[src/rtl/rollover_divider.sv]
// Divides the 15->0 wraps of an upstream counter by a programmable ratio and flags illegal count steps.
// Define ROLLOVER_DIV_SQWAVE_EN to build the divided square-wave output; otherwise div_clk_o is tied low.
module rollover_divider #(
    parameter int CNT_W = 4,
    parameter int DIV_W = 8
) (
    input  logic             clk_i,
    input  logic             rst_i,
    input  logic             en_i,
    input  logic [CNT_W-1:0] cnt_i,
    input  logic [DIV_W-1:0] ratio_i,
    input  logic             ratio_vld_i,
    output logic             ratio_rdy_o,
    output logic             tick_o,
    output logic             div_clk_o,
    output logic             seq_err_o,
    input  logic             clr_err_i,
    output logic [1:0]       state_dbg_o
);

    // Ratio handshake: a ratio transfers on every rising edge where ratio_vld_i && ratio_rdy_o.
    // Ready depends only on state (low in PEND); the producer holds ratio_i stable while valid is high.
    typedef enum logic [1:0] {
        ST_IDLE = 2'b00,
        ST_RUN  = 2'b01,
        ST_PEND = 2'b10
    } state_t;

    state_t           r_state;
    state_t           w_state_nxt;
    logic [CNT_W-1:0] r_prev_q;
    logic [CNT_W-1:0] w_prev_inc;
    logic             r_prev_vld;
    logic [DIV_W-1:0] r_ev_cnt;
    logic [DIV_W-1:0] w_ev_cnt_nxt;
    logic [DIV_W-1:0] r_act_ratio;
    logic [DIV_W-1:0] w_act_nxt;
    logic [DIV_W-1:0] r_pend_ratio;
    logic [DIV_W-1:0] w_pend_nxt;
    logic [DIV_W-1:0] w_last_idx;
    logic             r_tick;
    logic             w_tick_nxt;
    logic             r_seq_err;
    logic             w_rollover;
    logic             w_seq_bad;
    logic             w_hs;
    logic             w_run_en;
    logic             w_terminal;

    assign w_prev_inc = r_prev_q + CNT_W'(1);
    assign w_rollover = r_prev_vld && (r_prev_q == {CNT_W{1'b1}}) && (cnt_i == '0);
    assign w_seq_bad  = r_prev_vld && (cnt_i != r_prev_q) && (cnt_i != w_prev_inc);
    assign w_hs       = ratio_vld_i && ratio_rdy_o;
    assign w_run_en   = en_i && ((r_state == ST_RUN) || (r_state == ST_PEND));

    // Ratios 0 and 1 both mean a tick on every rollover.
    assign w_last_idx = (r_act_ratio > DIV_W'(1)) ? (r_act_ratio - DIV_W'(1)) : '0;
    assign w_terminal = w_rollover && (r_ev_cnt == w_last_idx);

    assign ratio_rdy_o = (r_state != ST_PEND);
    assign tick_o      = r_tick;
    assign seq_err_o   = r_seq_err;
    assign state_dbg_o = r_state;

    always_comb begin
        w_state_nxt  = r_state;
        w_ev_cnt_nxt = r_ev_cnt;
        w_act_nxt    = r_act_ratio;
        w_pend_nxt   = r_pend_ratio;
        w_tick_nxt   = 1'b0;

        if (w_run_en && w_rollover) begin
            if (w_terminal) begin
                w_tick_nxt   = 1'b1;
                w_ev_cnt_nxt = '0;
            end else begin
                w_ev_cnt_nxt = r_ev_cnt + DIV_W'(1);
            end
        end

        case (r_state)
            ST_IDLE: begin
                w_ev_cnt_nxt = '0;
                if (w_hs) begin
                    w_act_nxt = ratio_i;
                end
                if (en_i) begin
                    w_state_nxt = ST_RUN;
                end
            end
            ST_RUN: begin
                if (!en_i) begin
                    // Disable wins over any rollover; a ratio accepted on this edge applies directly.
                    w_state_nxt  = ST_IDLE;
                    w_ev_cnt_nxt = '0;
                    if (w_hs) begin
                        w_act_nxt = ratio_i;
                    end
                end else if (w_hs) begin
                    w_pend_nxt  = ratio_i;
                    w_state_nxt = ST_PEND;
                end
            end
            ST_PEND: begin
                if (!en_i) begin
                    w_state_nxt  = ST_IDLE;
                    w_ev_cnt_nxt = '0;
                    w_act_nxt    = r_pend_ratio;
                end else if (w_terminal) begin
                    // New ratio starts with the period after this tick; the running period is never cut short.
                    w_act_nxt   = r_pend_ratio;
                    w_state_nxt = ST_RUN;
                end
            end
            default: begin
                w_state_nxt  = ST_IDLE;
                w_ev_cnt_nxt = '0;
            end
        endcase
    end

    always_ff @(posedge clk_i or posedge rst_i) begin
        if (rst_i) begin
            r_state      <= ST_IDLE;
            r_prev_q     <= '0;
            r_prev_vld   <= 1'b0;
            r_ev_cnt     <= '0;
            r_act_ratio  <= DIV_W'(1);
            r_pend_ratio <= '0;
            r_tick       <= 1'b0;
            r_seq_err    <= 1'b0;
        end else begin
            r_state      <= w_state_nxt;
            r_prev_q     <= cnt_i;
            r_prev_vld   <= 1'b1;
            r_ev_cnt     <= w_ev_cnt_nxt;
            r_act_ratio  <= w_act_nxt;
            r_pend_ratio <= w_pend_nxt;
            r_tick       <= w_tick_nxt;
            // Sticky error: a new bad step outranks a clear in the same cycle.
            if (w_seq_bad) begin
                r_seq_err <= 1'b1;
            end else if (clr_err_i) begin
                r_seq_err <= 1'b0;
            end
        end
    end

`ifdef ROLLOVER_DIV_SQWAVE_EN
    logic r_div_clk;
    logic w_div_clk_nxt;

    always_comb begin
        w_div_clk_nxt = r_div_clk;
        if (!w_run_en) begin
            w_div_clk_nxt = 1'b0;
        end else if (w_terminal) begin
            w_div_clk_nxt = ~r_div_clk;
        end
    end

    always_ff @(posedge clk_i or posedge rst_i) begin
        if (rst_i) begin
            r_div_clk <= 1'b0;
        end else begin
            r_div_clk <= w_div_clk_nxt;
        end
    end

    assign div_clk_o = r_div_clk;
`else
    assign div_clk_o = 1'b0;
`endif

endmodule

[config.mk]
export PLATFORM = sky130hd
export DESIGN_NAME = rollover_divider
export DESIGN_NICKNAME = d
export VERILOG_FILES = /design/src/rtl/rollover_divider.sv
export SDC_FILE = /design/constraint.sdc
export NUM_CORES = 1
export LEC_CHECK = 0
export BUFFER_PORTS_ARGS = -buffer_cell sky130_fd_sc_hd__buf_4
export CAP_MARGIN = 40
export CORE_AREA = 2 2 65 67
export DETAILED_ROUTE_END_ITERATION = 6
export DIE_AREA = 0 0 67 69
export PLACE_DENSITY = 0.76
export SETUP_SLACK_MARGIN = 0.3
export SYNTH_ARGS = -nofsm -noshare
export SYNTH_HDL_FRONTEND = slang
export SYNTH_SLANG_ARGS = --single-unit
[constraint.sdc]
create_clock -name clk_i -period 4.6 [get_ports clk_i]
set_clock_uncertainty 0.15 [all_clocks]
set_input_delay 0.92 -clock clk_i [delete_from_list [all_inputs] [get_ports clk_i]]
set_output_delay 0.92 -clock clk_i [all_outputs]
set_load 0.1 [all_outputs]
==> metrics.yaml <==
pwr-share-comb_pct: 47.3
arrival_ns: 3.29
leakage_uw: 0.00104
portBuffers: 21
rows: 23
cp_max_fo: 9
max_stage_delay_ns: 0.61
layout-drive-gt1-share_pct: 23.8
grt.overflow.total: 0
cts_buffers: 5
cts_htree_levels: 2
cp-end-kind: "flip-flop"
worstReg2RegStart: "r_act_ratio[0]$_DFFE_PP1P_"
viasPerCell: 5.92
cts.path.max_buffers: 2
run_status: "finished, final reports clean"
start_util_pct: 55.1
die_area_sq_um: 4620
finalCritPeriodShare_pct: 71.0
synth_area_leader_cell: "dfrtp_1"
clock_power_share_pct: 16.3
hp-start: "r_pend_ratio[7]$_DFFE_PP0P_"
syn_area_per_cell_sq_um: 10.0
synthCells: 215
routed-via-count: 1710
crit_family: "simple AND/OR/NAND/NOR gates"
path_clk_slew_ns: 0.07
mostFrequentLayoutCells: "dfrtp_1 (32), buf_4 (22), nand2_1 (14), inv_1 (13), mux2_2 (13)"
tns_ns: 0
grt_setup_unrepaired: "false"
post-dp-hpwl_mm: 3.14
r2r-end: "r_act_ratio[3]$_DFFE_PP0P_"
place.gp.congestion: 0.817
die_x_um: 67
cts_tree: "built"
crit_slowest_cell: "dfstp_2"
grt_pass1_wl_mm: 7.57
max-vdd-ir-drop_uv: 359
setup_violations: 0
power.switching_uw: 557
clock-sinks: 33
startpoint: "r_act_ratio[0]$_DFFE_PP1P_"
cp-start-kind: "flip-flop"
max_freq_ghz: 0.306
powerDensity_nw_per_um2: 536
drv_slew: 0
synthTopCellsByArea: "dfrtp_1 (37%), mux2_2 (6.8%), ha_1 (4.6%)"
r2r_slack_ns: 1.34
n_antenna_cell: 0
cts_root_buf: "clkbuf_8"
critical_path_buf_inv_count: 1
grt_max_degree: 34
core_sq_um: 3910
worstSetupEndpoint: "r_act_ratio[3]$_DFFE_PP0P_"
tightest_slew_ns: 0.725
area_growth_pct: 12.8
worstPathRequired_ns: 4.63
yosys.cell_types.count: 58
wirelength_mm: 4.30
final_antenna_net_count: 0
r2r_cells: 9
synth_nets: 240
sw_frac_of_total_pct: 42.7
die_h_um: 69
final_common_cell: "dfrtp_1"
path_class: "reg -> reg"
slew-limit-headroom_pct: 51.2
first_iter_violations: 123
worstPathCellList: "inv_1 > ha_1 > or2_2 > and3_1 > a211o_1 > nor3b_1 > nand4_2 > o211ai_4 > mux2_4"
dr.pass1.iters: 4
detail_route.wl_per_cell_um: 14.9
ys.warnings.count: 0
drv_cap: 0
final_nets: 263
sequentialPowerShare_pct: 36.4
hold_viol_final: 0
ys.flop_type: "dfrtp_1"
ys_seq_elements: 33
min_path_type: "reg -> reg"
post_cts.repair.setup_buffers: 0
min_period_ns: 3.26
gr-usage-all-layers_pct: 21.2
post_cts_resized: 0
yosysSeqAreaShare_pct: 38.3
grt_pass1_vias: 1651
worst-path-stages: 9
ys_async_sr_fraction_pct: 100
p_int_uw: 749
holdBufCountCts: 0
io-pin-count: 23
synth_area_sq_um: 2160
antenna_found_initial: 0
clock_latency_ns: 0.29
synth-edff-count: 0
finalPower_uw: 1310
synth_top_area_share_pct: 37.1
remaining_drc_errors: 0
==> power by group through the flow <==
stage                     clock network (uW)  registers, uW  logic [uW]
final                                    213            475         618
after global routing                     227            489         678
after CTS                                215            472         618
after detailed placement                   0            478         615
after global placement                     0            475         605
after floorplan                            0            504         461
==> cells by family after synthesis <==
| family | Yosys count | synth area share [%] |
|---|---|---|
| xor+xnor | 9 | 3.65 |
| flops | 33 | 38.3 |
| other cells | 2 | 0.348 |
| compound gates | 47 | 15.8 |
| mux | 26 | 14.0 |
| buf+inv | 19 | 3.88 |
| simple gates | 71 | 19.4 |
| fa+ha+maj | 8 | 4.64 |
==> cells in the mapped netlist, drive strengths merged, types with 4 or more instances <==
library cell and count:
ha 8, nand3 5, nor2 12, dfrtp 32, nand2 14, mux2 18, a21oi 7, nand4 4
a32oi 6, inv 13, o31ai 4, nor3 5, and3 4, or4 4, xnor2 7, o21ai 12
mux2i 8
==> worst reg2reg max path, cell delays in order, from the launching register on <==
cell	delay (ns)
dfstp_2	0.61
inv_1	0.08
ha_1	0.28
or2_2	0.39
and3_1	0.20
a211o_1	0.28
nor3b_1	0.39
nand4_2	0.20
o211ai_4	0.23
mux2_4	0.34
==> flip-flops by register name, summed over array words and instances (netlist names) <==
register and cells:
r_act_ratio 8, r_ev_cnt 8, r_pend_ratio 8, r_prev_q 4, r_prev_vld 1, seq_err_o 1, state_dbg_o 2, tick_o 1
==> routing by layer <==
metal,part of all wire [%],track usage (%),vias up
li1,-,-,849
met1,46,29.6,814
met2,47,31.7,38
met3,4.7,4.57,9
met4,2.1,8.84,0
met5,0,0,-
==> final cells by class <==
cell class / count / area (sq um)
clock inverter: 2 / 10.0
tap: 50 / 62.6
timing repair buffer: 22 / 165
fill: 358 / 1480
clock buffer: 6 / 72.6
multi-input combinational: 163 / 1250
sequential: 33 / 827
inverter: 13 / 48.8
==> worst min-delay path by stage <==
stage | end | slack [ns] | depth (start not counted)
finish | r_pend_ratio[7]$_DFFE_PP0P_ | 0.35 | 1
detailed placement | r_pend_ratio[2]$_DFFE_PP0P_ | 0.34 | 1
global placement | r_pend_ratio[5]$_DFFE_PP0P_ | 0.33 | 1
global route | r_pend_ratio[5]$_DFFE_PP0P_ | 0.37 | 1
floorplan | r_pend_ratio[2]$_DFFE_PP0P_ | 0.32 | 1
CTS | r_pend_ratio[2]$_DFFE_PP0P_ | 0.36 | 1
==> through the flow <==
step,instance area [sq um],instances,hold WS [ns],setup WS [ns],util [%]
floorplan,2160,215,0.324,1.17,-
CTS,2430,289,0.357,1.35,62.2
global route,2430,289,0.369,1.10,62.2
detailed placement,2350,281,0.340,1.35,60.1
global placement,2350,281,0.331,1.38,60.1
finish,2430,289,0.354,1.34,62.2
No activity file was read; power rests on OpenSTA's default activity.
